## src/rtl/vector_pkg.sv

```systemverilog
// vector_pkg: shared pixel field positions, scanout FSM states and the 16-entry
// RGB palette used by vector_scanout and vector_palette.
package vector_pkg;

  localparam int COL_MSB = 7;
  localparam int COL_LSB = 4;
  localparam int INT_MSB = 3;
  localparam int INT_LSB = 0;

  typedef enum logic [1:0] {
    ST_IDLE   = 2'd0,
    ST_READ   = 2'd1,
    ST_MODIFY = 2'd2,
    ST_WRITE  = 2'd3
  } state_t;

  // 24-bit {r,g,b} per colour index.
  localparam logic [23:0] PAL [0:15] = '{
    24'hFFFFFF, 24'hFF0000, 24'h00FF00, 24'h0000FF,
    24'hFFFF00, 24'h00FFFF, 24'hFF00FF, 24'hFF8000,
    24'h808080, 24'h80FF80, 24'h8080FF, 24'hFF8080,
    24'h40C0FF, 24'hC040FF, 24'hFFC040, 24'h202020
  };

endpackage

```

## src/rtl/vector_scanout_if.sv

```systemverilog
// vector_scanout_if: framebuffer scan port plus the renderer's write snoop.
// Handshake: fb_q is valid one clk after fb_addr; fb_wr is a single-clk strobe with fb_addr/fb_wdata stable.
interface vector_scanout_if;
  logic [15:0] fb_addr;
  logic [7:0]  fb_q;
  logic        fb_wr;
  logic [7:0]  fb_wdata;
  logic        draw_wr;
  logic [15:0] draw_addr;

  modport master (
    output fb_addr, fb_wr, fb_wdata,
    input  fb_q, draw_wr, draw_addr
  );

  modport slave (
    input  fb_addr, fb_wr, fb_wdata,
    output fb_q, draw_wr, draw_addr
  );
endinterface

```

## src/rtl/vector_palette.sv

```systemverilog
// vector_palette: combinational (colour index, intensity) -> RGBA scaling.
// Each channel is PAL[idx].ch * int, keeping the top 8 of the 12-bit product.
module vector_palette
  import vector_pkg::*;
(
  input  logic [3:0] idx,
  input  logic [3:0] intensity,
  output logic [7:0] r,
  output logic [7:0] g,
  output logic [7:0] b,
  output logic       a
);
  logic [23:0] rgb;
  logic [11:0] prod_r, prod_g, prod_b;

  always_comb begin
    rgb    = PAL[idx];
    prod_r = {4'b0, rgb[23:16]} * {8'b0, intensity};
    prod_g = {4'b0, rgb[15:8]}  * {8'b0, intensity};
    prod_b = {4'b0, rgb[7:0]}   * {8'b0, intensity};
    r      = prod_r[11:4];
    g      = prod_g[11:4];
    b      = prod_b[11:4];
    a      = (intensity != 4'd0);
  end
endmodule

```

## src/rtl/vector_scanout.sv

```systemverilog
// vector_scanout: read-modify-write scanout of the vector framebuffer with phosphor fade.
// Define VECTOR_GLOW_EN to add per-line horizontal glow on the emitted intensity.
module vector_scanout
  import vector_pkg::*;
#(
  parameter int DECAY_STEP  = 1,
  parameter int FADE_FRAMES = 2,
  parameter int GLOW_DROP   = 4
) (
  input  logic             clk,
  input  logic             reset,
  input  logic             ce_pix,
  input  logic             pause,
  input  logic [8:0]       hcnt,
  input  logic [8:0]       vcnt,
  input  logic             vblank,
  vector_scanout_if.master fb,
  output logic [7:0]       vector_r,
  output logic [7:0]       vector_g,
  output logic [7:0]       vector_b,
  output logic             vector_a,
  output state_t           state_dbg
);
  localparam logic [3:0] STEP      = 4'(DECAY_STEP);
  localparam logic [7:0] FADE_LAST = 8'(FADE_FRAMES - 1);

  state_t      state, state_n;
  logic        ce_q, vblank_q;
  logic [7:0]  frame_cnt;
  logic [15:0] addr_q;
  logic [7:0]  pix_q, wdata_q;
  logic        wr_ok_q, cancel_q, line_start_q;

  logic        ce_rise, vblank_rise, in_win, draw_hit;
  logic [3:0]  src_int, new_int;
  logic [7:0]  new_byte;
  logic [3:0]  emit_idx, emit_int;
  logic [7:0]  pal_r, pal_g, pal_b;
  logic        pal_a;

  assign ce_rise     = ce_pix & ~ce_q;
  assign vblank_rise = vblank & ~vblank_q;
  assign in_win      = ~hcnt[8] & ~vcnt[8];
  assign draw_hit    = fb.draw_wr && (fb.draw_addr == addr_q);
  assign src_int     = fb.fb_q[INT_MSB:INT_LSB];
  assign new_int     = (src_int > STEP) ? (src_int - STEP) : 4'd0;
  // A fully faded pixel also loses its colour so the byte reads as empty.
  assign new_byte    = (new_int == 4'd0) ? 8'h00 : {fb.fb_q[COL_MSB:COL_LSB], new_int};

  assign fb.fb_addr  = addr_q;
  assign fb.fb_wdata = wdata_q;
  assign state_dbg   = state;

  always_comb begin
    state_n  = state;
    fb.fb_wr = 1'b0;
    unique case (state)
      ST_IDLE:   if (ce_rise && in_win) state_n = ST_READ;
      ST_READ:   state_n = ST_MODIFY;
      ST_MODIFY: state_n = ST_WRITE;
      ST_WRITE: begin
        state_n  = ST_IDLE;
        // Renderer traffic in this very clk still wins over the fade write.
        fb.fb_wr = wr_ok_q && !cancel_q && !draw_hit && !pause;
      end
      default:   state_n = ST_IDLE;
    endcase
  end

  always_ff @(posedge clk or posedge reset) begin
    if (reset) begin
      state        <= ST_IDLE;
      ce_q         <= 1'b0;
      vblank_q     <= 1'b0;
      frame_cnt    <= 8'd0;
      addr_q       <= 16'd0;
      pix_q        <= 8'd0;
      wdata_q      <= 8'd0;
      wr_ok_q      <= 1'b0;
      cancel_q     <= 1'b0;
      line_start_q <= 1'b0;
      vector_r     <= 8'd0;
      vector_g     <= 8'd0;
      vector_b     <= 8'd0;
      vector_a     <= 1'b0;
    end else begin
      state    <= state_n;
      ce_q     <= ce_pix;
      vblank_q <= vblank;
      if (vblank_rise) frame_cnt <= (frame_cnt >= FADE_LAST) ? 8'd0 : frame_cnt + 8'd1;
      unique case (state)
        ST_IDLE: begin
          if (ce_rise) begin
            if (in_win) begin
              addr_q       <= {vcnt[7:0], hcnt[7:0]};
              cancel_q     <= 1'b0;
              line_start_q <= (hcnt == 9'd0);
            end else begin
              vector_r <= 8'd0;
              vector_g <= 8'd0;
              vector_b <= 8'd0;
              vector_a <= 1'b0;
            end
          end
        end
        ST_READ: begin
          if (draw_hit) cancel_q <= 1'b1;
        end
        ST_MODIFY: begin
          pix_q   <= fb.fb_q;
          wdata_q <= new_byte;
          wr_ok_q <= (frame_cnt == 8'd0) && !pause && (src_int != 4'd0);
          if (draw_hit) cancel_q <= 1'b1;
        end
        ST_WRITE: begin
          vector_r <= pal_r;
          vector_g <= pal_g;
          vector_b <= pal_b;
          vector_a <= pal_a;
        end
        default: ;
      endcase
    end
  end

`ifdef VECTOR_GLOW_EN
  localparam logic [3:0] DROP = 4'(GLOW_DROP);

  logic [3:0] glow_int, glow_idx, glow_base, glow_fall;

  always_comb begin
    glow_base = line_start_q ? 4'd0 : glow_int;
    glow_fall = (glow_base > DROP) ? (glow_base - DROP) : 4'd0;
    emit_int  = (pix_q[INT_MSB:INT_LSB] > glow_fall) ? pix_q[INT_MSB:INT_LSB] : glow_fall;
    emit_idx  = (pix_q[INT_MSB:INT_LSB] != 4'd0) ? pix_q[COL_MSB:COL_LSB] : glow_idx;
  end

  always_ff @(posedge clk or posedge reset) begin
    if (reset) begin
      glow_int <= 4'd0;
      glow_idx <= 4'd0;
    end else if (state == ST_IDLE && ce_rise && !in_win) begin
      glow_int <= 4'd0;
    end else if (state == ST_WRITE) begin
      glow_int <= emit_int;
      glow_idx <= emit_idx;
    end
  end
`else
  assign emit_int = pix_q[INT_MSB:INT_LSB];
  assign emit_idx = pix_q[COL_MSB:COL_LSB];
`endif

  vector_palette u_palette (
    .idx       (emit_idx),
    .intensity (emit_int),
    .r         (pal_r),
    .g         (pal_g),
    .b         (pal_b),
    .a         (pal_a)
  );

endmodule
```

## src/flat_wrapper.sv

```systemverilog
// flat-port wrapper written by rule: the top's interface ports become plain ports
module vector_scanout_flat import vector_pkg::*;
#(
  parameter int DECAY_STEP  = 1,
  parameter int FADE_FRAMES = 2,
  parameter int GLOW_DROP   = 4
)
  (clk, reset, ce_pix, pause, hcnt, vcnt, vblank, vector_r, vector_g, vector_b, vector_a, state_dbg, fb_fb_addr, fb_fb_wr, fb_fb_wdata, fb_fb_q, fb_draw_wr, fb_draw_addr);
  vector_scanout_if fb_i ();
  input  logic clk;
  input  logic reset;
  input  logic ce_pix;
  input  logic pause;
  input  logic [8:0] hcnt;
  input  logic [8:0] vcnt;
  input  logic vblank;
  output logic [7:0] vector_r;
  output logic [7:0] vector_g;
  output logic [7:0] vector_b;
  output logic vector_a;
  output state_t state_dbg;
  output wire logic [$bits(fb_i.fb_addr)-1:0] fb_fb_addr;
  output wire logic [$bits(fb_i.fb_wr)-1:0] fb_fb_wr;
  output wire logic [$bits(fb_i.fb_wdata)-1:0] fb_fb_wdata;
  input wire logic [$bits(fb_i.fb_q)-1:0] fb_fb_q;
  input wire logic [$bits(fb_i.draw_wr)-1:0] fb_draw_wr;
  input wire logic [$bits(fb_i.draw_addr)-1:0] fb_draw_addr;
  assign fb_fb_addr = fb_i.fb_addr;
  assign fb_fb_wr = fb_i.fb_wr;
  assign fb_fb_wdata = fb_i.fb_wdata;
  assign fb_i.fb_q = fb_fb_q;
  assign fb_i.draw_wr = fb_draw_wr;
  assign fb_i.draw_addr = fb_draw_addr;
  vector_scanout #(.DECAY_STEP(DECAY_STEP), .FADE_FRAMES(FADE_FRAMES), .GLOW_DROP(GLOW_DROP)) u_core (.clk(clk), .reset(reset), .ce_pix(ce_pix), .pause(pause), .hcnt(hcnt), .vcnt(vcnt), .vblank(vblank), .fb(fb_i), .vector_r(vector_r), .vector_g(vector_g), .vector_b(vector_b), .vector_a(vector_a), .state_dbg(state_dbg));
endmodule
```

## config.mk

```make
export PLATFORM = sky130hd
export DESIGN_NAME = vector_scanout_flat
export DESIGN_NICKNAME = d
export VERILOG_FILES = /design/src/rtl/vector_pkg.sv /design/src/rtl/vector_scanout_if.sv /design/src/rtl/vector_palette.sv /design/src/rtl/vector_scanout.sv /design/src/flat_wrapper.sv
export SDC_FILE = /design/constraint.sdc
export NUM_CORES = 1
export LEC_CHECK = 0
export CORE_MARGIN = 2
export CORE_UTILIZATION = 35
export DETAILED_ROUTE_END_ITERATION = 12
export GPL_ROUTABILITY_DRIVEN = 0
export PLACE_DENSITY_LB_ADDON = 0.15
export SYNTH_ARGS = -nofsm -noshare
export SYNTH_HDL_FRONTEND = slang
export SYNTH_SLANG_ARGS = --single-unit
```

## constraint.sdc

```tcl
create_clock -name clk -period 5.2 [get_ports clk]
set_input_delay 0.52 -clock clk [delete_from_list [all_inputs] [get_ports clk]]
set_output_delay 0.52 -clock clk [all_outputs]
set_load 0.03 [all_outputs]
```

==> flow_metrics.tcl <==
set metrics [dict create \
    outcome "finished clean" \
    cp-start-kind "flop" \
    worstSkewPairLatency_ps 350 \
    ant_nets 0 \
    clk_pin_slew_worst_paths_ps 60 \
    fin_cells 914 \
    dp_slack_ps 373 \
    worst_path_max_delay_cell "fa_1" \
    synth_area_leader_cell "dfrtp_1" \
    nNetsFinal 826 \
    drive_gt1_share_pct 6.59 \
    vias 4485 \
    io_pins 100 \
    fmaxAchievable_mhz 205 \
    start_util_pct 35.6 \
    fp.dieH_um 131 \
    critPathMaxFanout 9 \
    endpoint_kind "flop" \
    final_cell_mix "99 x clkdlybuf4s50_1, 71 x dfrtp_1, 61 x ha_1" \
    synth_area_sq_um 5620 \
    cp.arrival_ps 5110 \
    grt.overflow.total 0 \
    synthFlopType "dfrtp_1" \
    grt_pass1_vias 4750 \
    tightest_slew_ps 1120 \
    ys_warn_count 0 \
    cts_tree "built" \
    drc 0 \
    critical_path_required_ps 5430 \
    crit_type "reg2reg" \
    synth_top_area_share_pct 31.6 \
    fin_skew_ps 10.5 \
    grt_max_degree 44 \
    synthCells 599 \
    cts-root-buf "clkbuf_16" \
    cts_resized 0 \
    grt_pass1_wl_um 22800 \
    fin_tns_setup_ps 0 \
    first_iter_violations 157 \
    dp_hpwl_um 10100 \
    finalSetupViolCount 0 \
    cp_common_cell "inv_1" \
    syn_to_final_growth_pct 27.6 \
    dr.pass1.iters 4 \
    hp-class "reg2reg" \
    dp.cells 898 \
    ys_types 51 \
    syn_area_per_cell_sq_um 9.38 \
    grt_util_all_layers_pct 16.8 \
    antenna_found_initial 0 \
    final.period_utilization_pct 93.7 \
    max_cap_viol_count 0 \
    cts_made_buffers 9 \
    viasPerCell 4.91 \
    synth-edff-count 0 \
    ys_ff_latch 71 \
    drt-total-wl_um 13200 \
    hold_buffers 0 \
    io_buffers 99 \
    clkSinkCount 71 \
    min_period_ps 4870 \
    whs_ps 477 \
    core_area_sq_um 15800 \
    hold_violations 0 \
    yosysSeqAreaShare_pct 31.6 \
    syn-num-nets 732 \
    maxSlewHeadroom_pct 25.4 \
    synthArstFlopShare_pct 100 \
    rsz0062_at_grt "false" \
    final_common_cell "clkdlybuf4s50_1" \
    wl_per_cell_um 14.4 \
    crit_chain "inv_1 > ha_1 > nor2b_1 > or3_4 > nand2_1 > and2_1 > inv_1 > fa_1 > inv_1 > fa_1 > ha_1 > and3_1 > nand3_1 > a211o_1 > a211o_1 > a21o_1 > a32o_1" \
    rows 46 \
    slowest_delay_ps 540 \
    r2r_slack_ps 330 \
    n_antenna_cell 0 \
    fin_ws_ps 327 \
    fp.dieW_um 131 \
    finalMaxSlewViolations 0 \
    clockBufferDepth 2 \
    dieArea_sq_um 17100 \
    cts_htree_levels 3 \
    post_cts_buffers 0 \
    fill_cells 1544 \
    yosys-top-cells-area "dfrtp_1 32%, ha_1 14%, fa_1 8.6%, mux2_2 4.6%, nand2_1 3.9%" \
]
flip-flops by register name, summed over array words and instances, names as in the netlist, 2 cells and up:
name,flops
u_core.frame_cnt,8
u_core.vector_b,8
u_core.fb.fb_addr,16
u_core.state_dbg,2
u_core.pix_q,8
u_core.fb.fb_wdata,8
u_core.vector_g,8
u_core.vector_r,8
kinds of logic (layout without fill, tap and decap cells):
family / after synthesis / after routing / share of synthesized area, %
adder cells (fa/ha/maj): 85 / 85 / 22.1
multiplexers: 24 / 24 / 5.01
XOR/XNOR: 38 / 38 / 5.92
AND/OR/NAND/NOR: 188 / 188 / 16.7
buffers and inverters: 72 / 171 / 4.83
AO/OA/AOI/OAI: 121 / 121 / 13.7
flip-flops: 71 / 71 / 31.6
per-layer routing:
metal	routed length, um	share of wire [%]	global-route usage, %	vias up
li1	-	-	-	2247
met1	6210	47	22.0	2127
met2	6070	46	27.7	100
met3	769	5.8	4.52	11
met4	138	1.0	4.01	0
met5	0	0	0	-
area by class of cell:
class	count	area, sq um	area share [%]
Tap cell	216	270	3.77
Multi-Input combinational cell	456	3570	49.8
Clock buffer	10	229	3.19
Inverter	55	206	2.88
Sequential cell	71	1780	24.8
Clock inverter	6	116	1.62
Timing Repair Buffer	100	998	13.9
Yosys cell counts, types with 2 or more instances:
library cell  instances
or3_1                 2
dfrtp_1              71
nand4_1               7
a21oi_1              27
xor2_1               17
nand2b_1              9
a32o_1                3
nand3_1               6
a211o_1               4
and3_1                3
ha_1                 61
nor3_1               10
a211oi_1              4
o211ai_1              3
o21a_1                3
nor4_1                5
and4_1                2
clkbuf_1             16
fa_1                 24
o31ai_1               3
and2_1               26
a21o_1               10
o41ai_1               2
inv_1                55
xnor2_1              21
nor2_1               35
o22ai_1               4
a31oi_1               6
o21ai_0              39
o221ai_1              2
mux2_2               23
nand3b_1              2
nand2_1              58
nor2b_1              19
worst paths after layout:
check	from	to	cells after the start
max in group asynchronous	reset	u_core.vector_g[6]$_DFFE_PP0P_	3
setup reg to reg	u_core.pix_q[4]$_DFFE_PP0P_	u_core.vector_b[7]$_DFFE_PP0P_	17
hold / removal	u_core.vector_b[5]$_DFFE_PP0P_	u_core.vector_b[5]$_DFFE_PP0P_	2
min in group asynchronous	reset	u_core.state_dbg[0]$_DFFE_PP0P_	2
setup / recovery	u_core.pix_q[4]$_DFFE_PP0P_	u_core.vector_b[7]$_DFFE_PP0P_	17
hold reg to reg	u_core.vector_b[5]$_DFFE_PP0P_	u_core.vector_b[5]$_DFFE_PP0P_	2
metrics by stage:
| stage | utilization (%) | instance area [sq um] |
|---|---|---|
| 2_1_floorplan | - | 5620 |
| 3_3_place_gp | 43.3 | 6820 |
| 3_5_place_dp | 43.3 | 6820 |
| 4_1_cts | 45.4 | 7170 |
| 5_1_grt | 45.4 | 7170 |
| 6_report | 45.4 | 7170 |
worst max-delay path, delay by kind of cell (launching register included):
| family | cells | cell delay, ps |
|---|---|---|
| adders and majority gates | 4 | 1660 |
| and+or+nand+nor | 6 | 1150 |
| AOI/OAI and AO/OA | 4 | 1050 |
| DFF | 1 | 530 |
| buffers and inverters | 3 | 360 |
Power is left out: the tool's default activity adds up to more than one toggle a clock period on the data nets, which glitch-free logic cannot reach.
